**src/rtl/idma_cfg_sequencer.sv**
```systemverilog
// idma_cfg_sequencer
// Turns one 3D transfer descriptor into the register write/read sequence that
// programs and launches an iDMA channel through its frontend register port.
// It returns the transfer ID read back at launch. Optionally it polls DONE_ID
// until the transfer has completed before it responds.
// The frontend request/response structs are carried as flat fields. Each field
// maps one-to-one onto idma_fe_reg_req_t (addr, write, wdata, wstrb, valid) and
// idma_fe_reg_rsp_t (rdata, error, ready).
module idma_cfg_sequencer #(
    parameter int unsigned NumDims   = 3,
    parameter int unsigned PollGap   = 4,
    parameter logic [31:0] OffConf   = 32'h00,
    parameter logic [31:0] OffDst    = 32'h0C,
    parameter logic [31:0] OffSrc    = 32'h10,
    parameter logic [31:0] OffLen    = 32'h14,
    parameter logic [31:0] OffDstS2  = 32'h18,
    parameter logic [31:0] OffSrcS2  = 32'h1C,
    parameter logic [31:0] OffReps2  = 32'h20,
    parameter logic [31:0] OffDstS3  = 32'h24,
    parameter logic [31:0] OffSrcS3  = 32'h28,
    parameter logic [31:0] OffReps3  = 32'h2C,
    parameter logic [31:0] OffNextId = 32'h44,
    parameter logic [31:0] OffDoneId = 32'h48
) (
    input  logic        clk_i,
    input  logic        rst_ni,
    input  logic        clear_i,
    input  logic        desc_valid_i,
    output logic        desc_ready_o,
    input  logic [31:0] desc_conf_i,
    input  logic [31:0] desc_src_i,
    input  logic [31:0] desc_dst_i,
    input  logic [31:0] desc_len_i,
    input  logic [31:0] desc_src_s2_i,
    input  logic [31:0] desc_dst_s2_i,
    input  logic [31:0] desc_reps2_i,
    input  logic [31:0] desc_src_s3_i,
    input  logic [31:0] desc_dst_s3_i,
    input  logic [31:0] desc_reps3_i,
    input  logic        desc_wait_i,
    output logic        rsp_valid_o,
    input  logic        rsp_ready_i,
    output logic [31:0] rsp_id_o,
    output logic        rsp_err_o,
    output logic [31:0] cfg_req_addr_o,
    output logic        cfg_req_write_o,
    output logic [31:0] cfg_req_wdata_o,
    output logic [3:0]  cfg_req_wstrb_o,
    output logic        cfg_req_valid_o,
    input  logic [31:0] cfg_rsp_rdata_i,
    input  logic        cfg_rsp_error_i,
    input  logic        cfg_rsp_ready_i,
    output logic        busy_o
);

    typedef enum logic [2:0] {IDLE, WRITE, LAUNCH, GAP, POLL, RESP} state_e;

    // Index of the final write: 4, 7 or 10 writes depending on dimensions.
    localparam logic [3:0] LastWrite = (NumDims >= 3) ? 4'd9 :
                                       (NumDims == 2) ? 4'd6 : 4'd3;
    // Gap counter counts down to zero, so PollGap idle cycles need PollGap-1.
    localparam logic [7:0] GapInit = (PollGap == 0) ? 8'd0 : 8'(PollGap - 1);

    state_e      state_q;
    logic [3:0]  k_q;
    logic [7:0]  gap_cnt_q;
    logic        clear_pend_q;

    logic [31:0] conf_q, src_q, dst_q, len_q;
    logic [31:0] src_s2_q, dst_s2_q, reps2_q;
    logic [31:0] src_s3_q, dst_s3_q, reps3_q;
    logic        desc_wait_q;
    logic [31:0] id_q;

    logic        accept;
    logic        acc_done;
    logic        in_access;
    logic        to_idle;
    logic        err_hit;
    logic        poll_done;
    logic [31:0] poll_diff;
    logic [3:0]  k_next;
    logic [31:0] next_addr;
    logic [31:0] next_wdata;

    assign busy_o    = (state_q != IDLE);
    assign accept    = (state_q == IDLE) & desc_valid_i & desc_ready_o & ~clear_i;
    assign acc_done  = cfg_req_valid_o & cfg_rsp_ready_i;
    assign in_access = (state_q == WRITE) | (state_q == LAUNCH) | (state_q == POLL);
    // An abort during a live access waits for that access to finish; elsewhere it is immediate.
    assign to_idle   = in_access ? (acc_done & (clear_i | clear_pend_q))
                                 : (((state_q != IDLE) | clear_i) & clear_i) |
                                   ((state_q == RESP) & rsp_ready_i);
    assign err_hit   = in_access & acc_done & cfg_rsp_error_i;
    // Wrap-safe "DONE_ID has reached our ID" test.
    assign poll_diff = cfg_rsp_rdata_i - id_q;
    assign poll_done = ~poll_diff[31];
    assign k_next    = k_q + 4'd1;

    // Address/data of the write that follows the current one in the fixed programming order.
    always_comb begin
        next_addr  = OffConf;
        next_wdata = conf_q;
        case (k_next)
            4'd1: begin next_addr = OffDst;   next_wdata = dst_q;    end
            4'd2: begin next_addr = OffSrc;   next_wdata = src_q;    end
            4'd3: begin next_addr = OffLen;   next_wdata = len_q;    end
            4'd4: begin next_addr = OffDstS2; next_wdata = dst_s2_q; end
            4'd5: begin next_addr = OffSrcS2; next_wdata = src_s2_q; end
            4'd6: begin next_addr = OffReps2; next_wdata = reps2_q;  end
            4'd7: begin next_addr = OffDstS3; next_wdata = dst_s3_q; end
            4'd8: begin next_addr = OffSrcS3; next_wdata = src_s3_q; end
            4'd9: begin next_addr = OffReps3; next_wdata = reps3_q;  end
            default: begin next_addr = OffConf; next_wdata = conf_q; end
        endcase
    end

    // Descriptor capture on acceptance and launch ID capture; data only, no reset needed.
    always_ff @(posedge clk_i) begin
        if (accept) begin
            conf_q      <= desc_conf_i;
            src_q       <= desc_src_i;
            dst_q       <= desc_dst_i;
            len_q       <= desc_len_i;
            src_s2_q    <= desc_src_s2_i;
            dst_s2_q    <= desc_dst_s2_i;
            reps2_q     <= desc_reps2_i;
            src_s3_q    <= desc_src_s3_i;
            dst_s3_q    <= desc_dst_s3_i;
            reps3_q     <= desc_reps3_i;
            desc_wait_q <= desc_wait_i;
        end
        if ((state_q == LAUNCH) && acc_done) begin
            id_q <= cfg_rsp_rdata_i;
        end
    end

    // Sequencer FSM with registered handshake and register-port outputs.
    always_ff @(posedge clk_i or negedge rst_ni) begin
        if (!rst_ni) begin
            state_q         <= IDLE;
            k_q             <= '0;
            gap_cnt_q       <= '0;
            clear_pend_q    <= 1'b0;
            desc_ready_o    <= 1'b0;
            rsp_valid_o     <= 1'b0;
            rsp_id_o        <= '0;
            rsp_err_o       <= 1'b0;
            cfg_req_valid_o <= 1'b0;
            cfg_req_write_o <= 1'b0;
            cfg_req_addr_o  <= '0;
            cfg_req_wdata_o <= '0;
            cfg_req_wstrb_o <= '0;
        end else begin
            if (clear_i && cfg_req_valid_o && !acc_done) begin
                clear_pend_q <= 1'b1;
            end
            if (to_idle) begin
                state_q         <= IDLE;
                clear_pend_q    <= 1'b0;
                desc_ready_o    <= 1'b1;
                rsp_valid_o     <= 1'b0;
                cfg_req_valid_o <= 1'b0;
                cfg_req_write_o <= 1'b0;
                cfg_req_addr_o  <= '0;
                cfg_req_wdata_o <= '0;
                cfg_req_wstrb_o <= '0;
            end else if (err_hit) begin
                state_q         <= RESP;
                rsp_valid_o     <= 1'b1;
                rsp_err_o       <= 1'b1;
                rsp_id_o        <= '0;
                cfg_req_valid_o <= 1'b0;
                cfg_req_write_o <= 1'b0;
                cfg_req_addr_o  <= '0;
                cfg_req_wdata_o <= '0;
                cfg_req_wstrb_o <= '0;
            end else begin
                unique case (state_q)
                    IDLE: begin
                        if (accept) begin
                            state_q         <= WRITE;
                            k_q             <= '0;
                            desc_ready_o    <= 1'b0;
                            clear_pend_q    <= 1'b0;
                            cfg_req_valid_o <= 1'b1;
                            cfg_req_write_o <= 1'b1;
                            cfg_req_addr_o  <= OffConf;
                            cfg_req_wdata_o <= desc_conf_i;
                            cfg_req_wstrb_o <= 4'hF;
                        end else begin
                            desc_ready_o <= 1'b1;
                        end
                    end
                    WRITE: begin
                        if (acc_done) begin
                            if (k_q == LastWrite) begin
                                state_q         <= LAUNCH;
                                cfg_req_write_o <= 1'b0;
                                cfg_req_addr_o  <= OffNextId;
                                cfg_req_wdata_o <= '0;
                                cfg_req_wstrb_o <= 4'h0;
                            end else begin
                                k_q             <= k_next;
                                cfg_req_addr_o  <= next_addr;
                                cfg_req_wdata_o <= next_wdata;
                            end
                        end
                    end
                    LAUNCH: begin
                        if (acc_done) begin
                            if (!desc_wait_q) begin
                                state_q         <= RESP;
                                cfg_req_valid_o <= 1'b0;
                                cfg_req_addr_o  <= '0;
                                rsp_valid_o     <= 1'b1;
                                rsp_id_o        <= cfg_rsp_rdata_i;
                                rsp_err_o       <= 1'b0;
                            end else if (PollGap == 0) begin
                                state_q         <= POLL;
                                cfg_req_addr_o  <= OffDoneId;
                            end else begin
                                state_q         <= GAP;
                                gap_cnt_q       <= GapInit;
                                cfg_req_valid_o <= 1'b0;
                                cfg_req_addr_o  <= '0;
                            end
                        end
                    end
                    GAP: begin
                        if (gap_cnt_q == 8'd0) begin
                            state_q         <= POLL;
                            cfg_req_valid_o <= 1'b1;
                            cfg_req_write_o <= 1'b0;
                            cfg_req_addr_o  <= OffDoneId;
                            cfg_req_wdata_o <= '0;
                            cfg_req_wstrb_o <= 4'h0;
                        end else begin
                            gap_cnt_q <= gap_cnt_q - 8'd1;
                        end
                    end
                    POLL: begin
                        if (acc_done) begin
                            if (poll_done) begin
                                state_q         <= RESP;
                                cfg_req_valid_o <= 1'b0;
                                cfg_req_addr_o  <= '0;
                                rsp_valid_o     <= 1'b1;
                                rsp_id_o        <= id_q;
                                rsp_err_o       <= 1'b0;
                            end else if (PollGap != 0) begin
                                state_q         <= GAP;
                                gap_cnt_q       <= GapInit;
                                cfg_req_valid_o <= 1'b0;
                                cfg_req_addr_o  <= '0;
                            end
                        end
                    end
                    RESP: begin
                        rsp_valid_o <= 1'b1;
                    end
                    default: begin
                        state_q <= IDLE;
                    end
                endcase
            end
        end
    end

endmodule

```
**config.mk**
```make
export PLATFORM = sky130hd
export DESIGN_NAME = idma_cfg_sequencer
export DESIGN_NICKNAME = d
export VERILOG_FILES = /design/src/rtl/idma_cfg_sequencer.sv
export SDC_FILE = /design/constraint.sdc
export NUM_CORES = 1
export LEC_CHECK = 0
export CORE_ASPECT_RATIO = 0.5
export CORE_MARGIN = 2
export CORE_UTILIZATION = 30
export CTS_BUF_LIST = sky130_fd_sc_hd__clkbuf_4
export CTS_CLUSTER_DIAMETER = 120
export DETAILED_ROUTE_END_ITERATION = 10
export SETUP_SLACK_MARGIN = 0.1
export SYNTH_ARGS = -nofsm -noshare
export SYNTH_HDL_FRONTEND = slang
export SYNTH_SLANG_ARGS = --single-unit
```
**constraint.sdc**
```tcl
create_clock -name clk_i -period 31.8 [get_ports clk_i]
set_clock_uncertainty 0.2 [all_clocks]
set_input_delay 3.18 -clock clk_i [delete_from_list [all_inputs] [get_ports clk_i]]
set_output_delay 3.18 -clock clk_i [all_outputs]
set_load 0.02 [all_outputs]
```
==> flow_summary.json, run 1 <==
{
  "h-tree-depth": 3,
  "wl_per_cell_microns": 22.7,
  "avgSynthCellArea_sq_um": 15.2,
  "wl_met1_microns": 21600,
  "path_cells": "clkdlybuf4s50_1, mux2i_1, a211oi_2, o32a_4, a31oi_4, nand2b_4, nor2_4, a222oi_1, o21ai_1",
  "drc_errors": 0,
  "ys_seq_elements": 443,
  "io_pins": 466,
  "routed-wl-met2_microns": 31200,
  "start_util_pct": 30.3,
  "yosysUniqueCellTypes": 69,
  "cts_resized": 0,
  "fin_crit_ns": 6.16,
  "vias": 12500,
  "mostFrequentLayoutCell": "clkdlybuf4s50_1",
  "max-vdd-ir-drop_v": 0.0000415,
  "syn_area_sq_um": 17900,
  "cp.required_ns": 32.27,
  "clk_pin_slew_ns": 0.07,
  "drt_wl_total_microns": 57800,
  "critPathKind": "in -> reg",
  "yosysWarnings": 0,
  "fillCellCount": 5448,
  "finalHoldViolCount": 0,
  "io_buffers": 438,
  "ant_nets": 0,
  "via_per_inst": 4.90,
  "nets": 2056,
  "slowest_stage": "a31oi_4",
  "met3WireLength_microns": 3060,
  "end_kind": "flip-flop",
  "cts_root_buffer": "clkbuf_4",
  "grt-ovfl-total": 0,
  "crit_path_max_incr_delay_ns": 0.95,
  "routed.top_layer": "met5",
  "postCtsSetupBuffers": 0,
  "finalSetupViolations": 0,
  "async_reset_ff_share_pct": 20.3,
  "drive_gt1_share_pct": 12.9,
  "final_cell_mix": "clkdlybuf4s50_1, edfxtp_1, clkbuf_4",
  "hp-class": "reg -> reg",
  "rsz0062_at_grt": "false",
  "p_leak_nw": 8.76,
  "ys.flop_type": "edfxtp_1",
  "dieArea_sq_um": 61700,
  "gp_congestion": 0.827,
  "area_delta_synth_final_pct": 36.6,
  "die_width_microns": 349,
  "grt_pass1_vias": 12800,
  "grt_max_degree": 192,
  "core_area_sq_um": 59000,
  "holdBufCountCts": 0,
  "grt_pass1_wl_microns": 81600,
  "slew_viol_final": 0,
  "multi_input_area_sq_um": 4430,
  "seq_area_sq_um": 12900,
  "synth_edf_count": 353,
  "clock_sinks": 443,
  "worstSetupStartpointType": "input port",
  "antenna_found_initial": 21,
  "grt_use_total_pct": 18.2,
  "cts_tree": "done",
  "status": "completed",
  "crit_arrival_ns": 6.64,
  "firstDrtPassIters": 7,
  "cap_viol_max_count": 0,
  "power_mw": 1.87,
  "row_count": 63,
  "path_max_fanout": 35,
  "powerDensity_nw_per_um2": 76.5,
  "fmax_mhz": 162,
  "hpwl_microns": 39400,
  "ys_seq_area_share_pct": 71.9,
  "clock_latency_ns": 0.87,
  "die_y_microns": 177,
  "syn_inst": 1173,
  "dr.first_iter.drc_count": 1284,
  "finalCritPeriodShare_pct": 19.4,
  "tightest_slew_ns": 1.22,
  "slew_headroom_pct": 18.4,
  "setup_tns_ns": 0,
  "numCtsBuffers": 106,
  "clockBufferDepth": 3
}
## flip-flops by register name (all words and copies together) (netlist names), 3 cells and up
| register | flops |
|---|---|
| k_q | 4 |
| dst_q | 32 |
| rsp_id_o | 32 |
| id_q | 32 |
| dst_s3_q | 32 |
| gap_cnt_q | 8 |
| conf_q | 32 |
| src_s2_q | 32 |
| state_q | 3 |
| cfg_req_wdata_o | 32 |
| cfg_req_addr_o | 5 |
| dst_s2_q | 32 |
| src_q | 32 |
| len_q | 32 |
| reps3_q | 32 |
| src_s3_q | 32 |
| reps2_q | 32 |
## power breakdown
group | switching, mW | internal (mW) | leakage [nW]
clock | 0.246 | 0.248 | 0.866
sequential | 0.0557 | 0.736 | 4.41
combinational | 0.341 | 0.241 | 3.49
## path summary, 6_finish.rpt
kind	start	endpoint	slack (ns)	depth (start not counted)
min reg2reg	conf_q[27]	cfg_req_wdata_o[27]	0.27	2
min	conf_q[27]	cfg_req_wdata_o[27]	0.27	2
max in group asynchronous	rst_ni	rsp_id_o[31]	28.07	2
max	rsp_ready_i	cfg_req_wdata_o[29]	25.64	9
max reg2reg	state_q[1]	cfg_req_wdata_o[29]	27.29	8
min in group asynchronous	rst_ni	cfg_req_wdata_o[8]	2.21	1
## metal layers
metal,GRT usage (%),up-vias
li1,-,5744
met4,8.91,4
met1,20.8,6234
met5,0,-
met3,3.76,108
met2,32.6,399
## cells by family after synthesis
logic type	count (synthesis)	synth area share, %
adders and majority gates	38	2.66
AOI/OAI and AO/OA	360	15.6
xor gates and xnor gates	5	0.287
buffers and inverters	148	4.09
DFF	443	71.9
other	1	0.0210
and+or+nand+nor	172	5.05
muxes	6	0.350
## cell type report
type	instances	area share, %
sequential	443	52.6
antenna	19	0.195
multi-input combinational	608	18.1
inverter	48	0.738
clock buffer	172	5.29
timing repair buffer	451	18.4
tap	780	4.00
clock inverter	28	0.635
## stage by stage
step | std cells | util, % | hold WS, ns | setup WS, ns | cell area (sq um)
finish | 2549 | 41.4 | 0.265 | 25.64 | 24400
global route | 2549 | 41.4 | 0.310 | 25.44 | 24400
CTS | 2530 | 41.3 | 0.247 | 25.59 | 24400
detailed placement | 2330 | 38.8 | 0.273 | 24.83 | 22900
global placement | 2330 | 38.8 | 0.262 | 24.93 | 22900
floorplan | 1199 | - | 0.258 | 17.24 | 18000
## synthesized netlist by cell type, drive strengths merged (32+ instances only)
cell type / count / area (sq um)
nor2: 53 / 206
edfxtp: 353 / 10600
o2bb2ai: 34 / 298
a22oi: 34 / 255
buf: 49 / 359
clkbuf: 51 / 191
ha: 38 / 475
a221oi: 32 / 280
a22o: 35 / 307
o21ai: 58 / 294
dfrtp: 90 / 2250
and3: 34 / 213
a21oi: 58 / 290
inv: 48 / 180
a222oi: 64 / 641
## worst max-delay path, delay by kind of cell
kind	cells	cell delay, ns
mux	1	0.16
buf+inv	1	0.40
simple gates	2	0.94
compound gates	5	1.92
(Power assumes the default switching activity.)
==> inputs of run 2 (changes only) <==
clock period = 5.05 ns   (was 31.8 ns; I/O delays follow)
==> run 2 against run 1 <==
  * Setup slack got worse by 24 ns
  * Combinational power grew to 6.8 times the previous value
  * Register-to-register slack got worse by 26 ns
  * Hold slack worse by 0.19 ns
  * Sequential share of layout area down 6.0 points
  * Non-clock buffer count increased by 318
  * Critical path type is now reg -> reg
==> flow_summary.json, run 2 (same netlist as run 1, synthesis figures left out) <==
{
  "crit_family": "simple AND/OR/NAND/NOR gates",
  "vias": 14000,
  "postPlaceCellArea_sq_um": 23000,
  "hold_path_depth": 1,
  "end_kind": "flip-flop",
  "h-tree-depth": 3,
  "cp.required_ns": 5.60,
  "finalCritPeriodShare_pct": 71.6,
  "grt_pass1_wl_microns": 88400,
  "timing.rr.end": "cfg_req_wdata_o[18]",
  "r2r_setup_slack_ns": 1.43,
  "stdcell_area_sq_um": 27600,
  "clockBufferDepth": 3,
  "firstDrtPassIters": 8,
  "io_pins": 466,
  "core_area_sq_um": 59000,
  "status": "completed",
  "worstReg2RegStart": "state_q[0]",
  "area_delta_synth_final_pct": 54.3,
  "row_count": 63,
  "tightest_slew_ns": 1.13,
  "finalHoldViolCount": 0,
  "hpwl_microns": 38800,
  "grt_max_degree": 95,
  "via_per_inst": 4.89,
  "die_y_microns": 177,
  "powerDensity_nw_per_um2": 437,
  "fmax_mhz": 276,
  "nets": 2374,
  "drive_gt1_share_pct": 11.3,
  "path_max_fanout": 20,
  "slew_headroom_pct": 24.8,
  "finalSetupViolations": 0,
  "antenna_found_initial": 10,
  "clock_latency_ns": 0.87,
  "hold_start": "desc_src_s3_i[19]",
  "drt_wl_total_microns": 61500,
  "cap_viol_max_count": 0,
  "ant_nets": 0,
  "start_util_pct": 30.3,
  "rsz0062_at_grt": "false",
  "path_cells": "and2b_4, o311a_4, o32a_4, nor2_1, nand2b_4, nor2_4, buf_4, a222oi_1, o21ai_1",
  "setup_tns_ns": 0,
  "numCtsBuffers": 106,
  "io_buffers": 438,
  "wl_per_cell_microns": 21.5,
  "fin_crit_ns": 3.62,
  "cts_root_buffer": "clkbuf_4",
  "hp-class": "in -> reg",
  "postCtsSetupBuffers": 0,
  "dieArea_sq_um": 61700,
  "max-vdd-ir-drop_v": 0.000273,
  "crit_arrival_ns": 4.17,
  "worstSetupStartpointType": "flip-flop",
  "dr.first_iter.drc_count": 1420,
  "cp_num_buf_inv": 1,
  "drc_errors": 0,
  "clock_sinks": 443,
  "crit_path_max_incr_delay_ns": 0.82,
  "slowest_stage": "dfrtp_1",
  "die_width_microns": 349,
  "mostFrequentLayoutCell": "clkdlybuf4s50_1",
  "final_cell_mix": "clkdlybuf4s50_1, edfxtp_1, dlygate4sd3_1",
  "crit_start": "state_q[0]",
  "grt-ovfl-total": 0,
  "cts_tree": "done",
  "reg2regPathDepth": 9,
  "critPathKind": "reg -> reg",
  "holdPathEnd": "src_s3_q[19]",
  "clk_pin_slew_ns": 0.08,
  "gp_congestion": 0.818,
  "grt_pass1_vias": 14500,
  "slew_viol_final": 0,
  "p_leak_nw": 10.1,
  "hold_ws_ns": 0.0753,
  "grt_use_total_pct": 19.3
}
## run 2: changes by cell type in the layout (fill, tap and decap cells not counted), sizes merged
cell / previous run / this run
diode: 19 / 9
inv: 52 / 51
clkinvlp: 0 / 2
buf: 14 / 23
clkinv: 24 / 23
dlygate4sd3: 0 / 309
## run 2: worst max path at each step
stage | cells after the start | endpoint | slack, ns
2_1_floorplan | 7 | cfg_req_wdata_o[24] | 0.29
3_3_place_gp | 11 | rsp_err_o | 0.91
3_5_place_dp | 11 | rsp_id_o[29] | 0.75
4_1_cts | 11 | rsp_id_o[13] | 1.38
5_1_grt | 11 | rsp_id_o[20] | 1.23
6_report | 9 | cfg_req_wdata_o[18] | 1.43
## run 2: report_power, final
group	leakage, nW	internal, mW	switching (mW)
clock network	0.848	1.55	1.56
logic	4.84	1.72	2.24
registers	4.41	4.63	0.358
## run 2: final cells by class
type,instances,area (sq um)
Clock buffer,172,1290
Fill cell,5112,31500
Timing Repair Buffer,769,7700
Tap cell,780,976
Sequential cell,443,12900
Antenna cell,9,22.5
Clock inverter,28,133
Inverter,48,180
Multi-Input combinational cell,608,4430
## run 2: what timing repair did
item | CTS | global route
endpoints found under the hold margin | 359 | 2
resized for setup | 0 | 0
hold buffers | 307 | 2
setup endpoints to repair | 0 | 0
## run 2: routing by layer
| metal | vias up | share of wire, % | GRT usage, % | wire [microns] |
|---|---|---|---|---|
| met5 | - | 0.021 | 0 | 13 |
| met4 | 2 | 3.2 | 7.97 | 1990 |
| met3 | 152 | 5.1 | 3.94 | 3160 |
| met2 | 515 | 54 | 35.4 | 33200 |
| met1 | 6940 | 38 | 22.0 | 23200 |
| li1 | 6355 | - | - | - |
## run 2: per-stage QoR
stage | power, mW | worst slack (ns) | cells | util, %
6_report | 12.0 | 1.43 | 2857 | 46.7
5_1_grt | 12.7 | 1.23 | 2857 | 46.7
4_1_cts | 12.1 | 1.38 | 2846 | 46.6
3_5_place_dp | 8.77 | 0.751 | 2339 | 39.0
3_3_place_gp | 8.74 | 0.914 | 2339 | 39.0
2_1_floorplan | 7.18 | 0.293 | 1199 | -
==> inputs of run 3 (changes only) <==
clock period = 3.34 ns   (was 5.05 ns; I/O delays follow)
==> run 3 against run 2 <==
  * Critical path depth increased by 3
  * Flip-flop and latch count unchanged
  * Routed wire length increased by 4.6%
  * Register-to-register slack got worse by 1.1 ns
  * Sequential share of layout area decreased by 1.8 points
  * Die area unchanged
  * Count of clock-buffer cells in the layout decreased by 1
  * Power increased by 58%
  * Non-clock buffer count increased by 105
  * Critical path type is now in -> reg
  * Largest power group unchanged
  * Highest routed layer is now met4
==> flow_summary.json, run 3 (same netlist as run 1, synthesis figures left out) <==
{
  "r2r_setup_slack_ns": 0.34,
  "core_area_sq_um": 59000,
  "cts_tree": "done",
  "powerDensity_nw_per_um2": 664,
  "io_buffers": 438,
  "grt_max_degree": 93,
  "final_cell_mix": "clkdlybuf4s50_1, dlygate4sd3_1, edfxtp_1",
  "clock_latency_ns": 0.88,
  "switching_share_pct": 34.3,
  "cp.required_ns": 3.86,
  "start_util_pct": 30.3,
  "finalCritPeriodShare_pct": 92.9,
  "max-vdd-ir-drop_v": 0.000428,
  "postCtsSetupBuffers": 0,
  "die_y_microns": 177,
  "antenna_found_initial": 11,
  "p_int_mw": 12.5,
  "crit_arrival_ns": 3.62,
  "slew_headroom_pct": 39.7,
  "numCtsBuffers": 107,
  "p_leak_nw": 10.7,
  "clk_pin_slew_ns": 0.08,
  "vias": 14500,
  "wl_per_cell_microns": 21.7,
  "worst_slack_ns": 0.238,
  "path_max_fanout": 12,
  "clock_sinks": 443,
  "status": "completed",
  "drt_wl_total_microns": 64400,
  "nets": 2481,
  "end_kind": "flip-flop",
  "die_width_microns": 349,
  "stdcell_area_sq_um": 28700,
  "cap_viol_max_count": 0,
  "pre_cts_ws_ns": -0.0533,
  "clkPwrFrac_pct": 26.3,
  "firstDrtPassIters": 6,
  "ant_nets": 0,
  "finalHoldViolCount": 0,
  "gp_congestion": 0.847,
  "critPathKind": "in -> reg",
  "h-tree-depth": 3,
  "grt_pass1_vias": 15300,
  "final_util_pct": 48.6,
  "switchingPower_mw": 6.53,
  "dr.first_iter.drc_count": 1357,
  "grt-ovfl-total": 0,
  "drive_gt1_share_pct": 13.6,
  "dieArea_sq_um": 61700,
  "slew_viol_final": 0,
  "hpwl_microns": 41600,
  "clockBufferDepth": 3,
  "grt_pass1_wl_microns": 93000,
  "tightest_slew_ns": 0.904,
  "drc_errors": 0,
  "finalSetupViolations": 0,
  "p_seq_share_pct": 39.2,
  "hp-class": "in -> reg",
  "fin_crit_ns": 3.10,
  "postPlaceCellArea_sq_um": 23500,
  "cts_root_buffer": "clkbuf_4",
  "fmax_mhz": 322,
  "area_delta_synth_final_pct": 60.5,
  "row_count": 63,
  "mostFrequentLayoutCell": "clkdlybuf4s50_1",
  "grt_use_total_pct": 20.4,
  "worstSetupStartpointType": "input port",
  "io_pins": 466,
  "rsz0062_at_grt": "false",
  "combPwrFrac_pct": 34.5,
  "via_per_inst": 4.88
}
run 3: changes by cell type in the layout (fill, tap and decap cells not counted), moves of 2 or more:
cell           before  now
buf_4              18   70
dlygate4sd3_1     309  357
clkinvlp_4          2    0
buf_12              5    9
diode_2             9   11
bufinv_16           0    3
clkinv_8            0    2
run 3: repair_timing:
item / in CTS / in global routing
gates cloned: 1 / 0
resized for setup: 0 / 2
endpoints found under the setup margin: 4 / 18
pin swaps: 1 / 0
hold buffers: 358 / 0
hold endpoints to repair: 496 / 0
run 3: worst paths after layout:
path	depth (start not counted)	end	from
min in group asynchronous	4	k_q[2]	rst_ni
min reg2reg	2	cfg_req_wdata_o[24]	conf_q[24]
max in group asynchronous	4	rsp_id_o[1]	rst_ni
min	4	cfg_req_wstrb_o[2]	desc_valid_i
max reg2reg	8	cfg_req_wdata_o[14]	k_q[0]
max	12	rsp_id_o[10]	cfg_rsp_rdata_i[26]
run 3: critical path, stage by stage:
cell and delay [ns]:
dlygate4sd3_1 0.54, clkdlybuf4s50_1 0.47, ha_1 0.34, nand4_1 0.19, nor4_1 0.40, a22oi_1 0.12, o211ai_1 0.17, a31oi_2 0.09
xnor2_2 0.23, o311ai_4 0.34, buf_4 0.26, o2bb2ai_1 0.14
run 3: layer usage:
metal | vias up | global-route usage, % | share of wire (%)
met5 | - | 0 | 0
met4 | 0 | 9.34 | 3.7
met3 | 165 | 4.98 | 6.8
met2 | 648 | 36.1 | 52
met1 | 7094 | 23.3 | 37
li1 | 6576 | - | -
run 3: power groups by stage:
stage               combinational (mW)  clock [mW]  sequential (mW)
floorplan                         3.01           0             7.80
global placement                  6.06           0             7.56
detailed placement                6.11           0             7.56
CTS                               6.53        5.06             7.45
global route                      7.04        5.40             7.56
finish                            6.58        5.01             7.47
run 3: per-stage QoR:
stage	TNS [ns]	instances	hold WS (ns)	total power [mW]
finish	0	2968	0.0964	19.1
global route	0	2968	0.0426	20.0
CTS	0	2957	0.0173	19.0
detailed placement	-0.208	2395	0.193	13.7
global placement	-0.0928	2395	0.195	13.6
floorplan	0	1199	-0.162	10.8
run 3: final cells by class:
cell class / instances / area [sq um]
clock inverter: 32 / 238
fill: 5053 / 30400
sequential: 443 / 12900
timing repair buffer: 874 / 8680
inverter: 48 / 180
multi-input combinational: 609 / 4450
tap: 780 / 976
antenna: 11 / 27.5
clock buffer: 171 / 1280
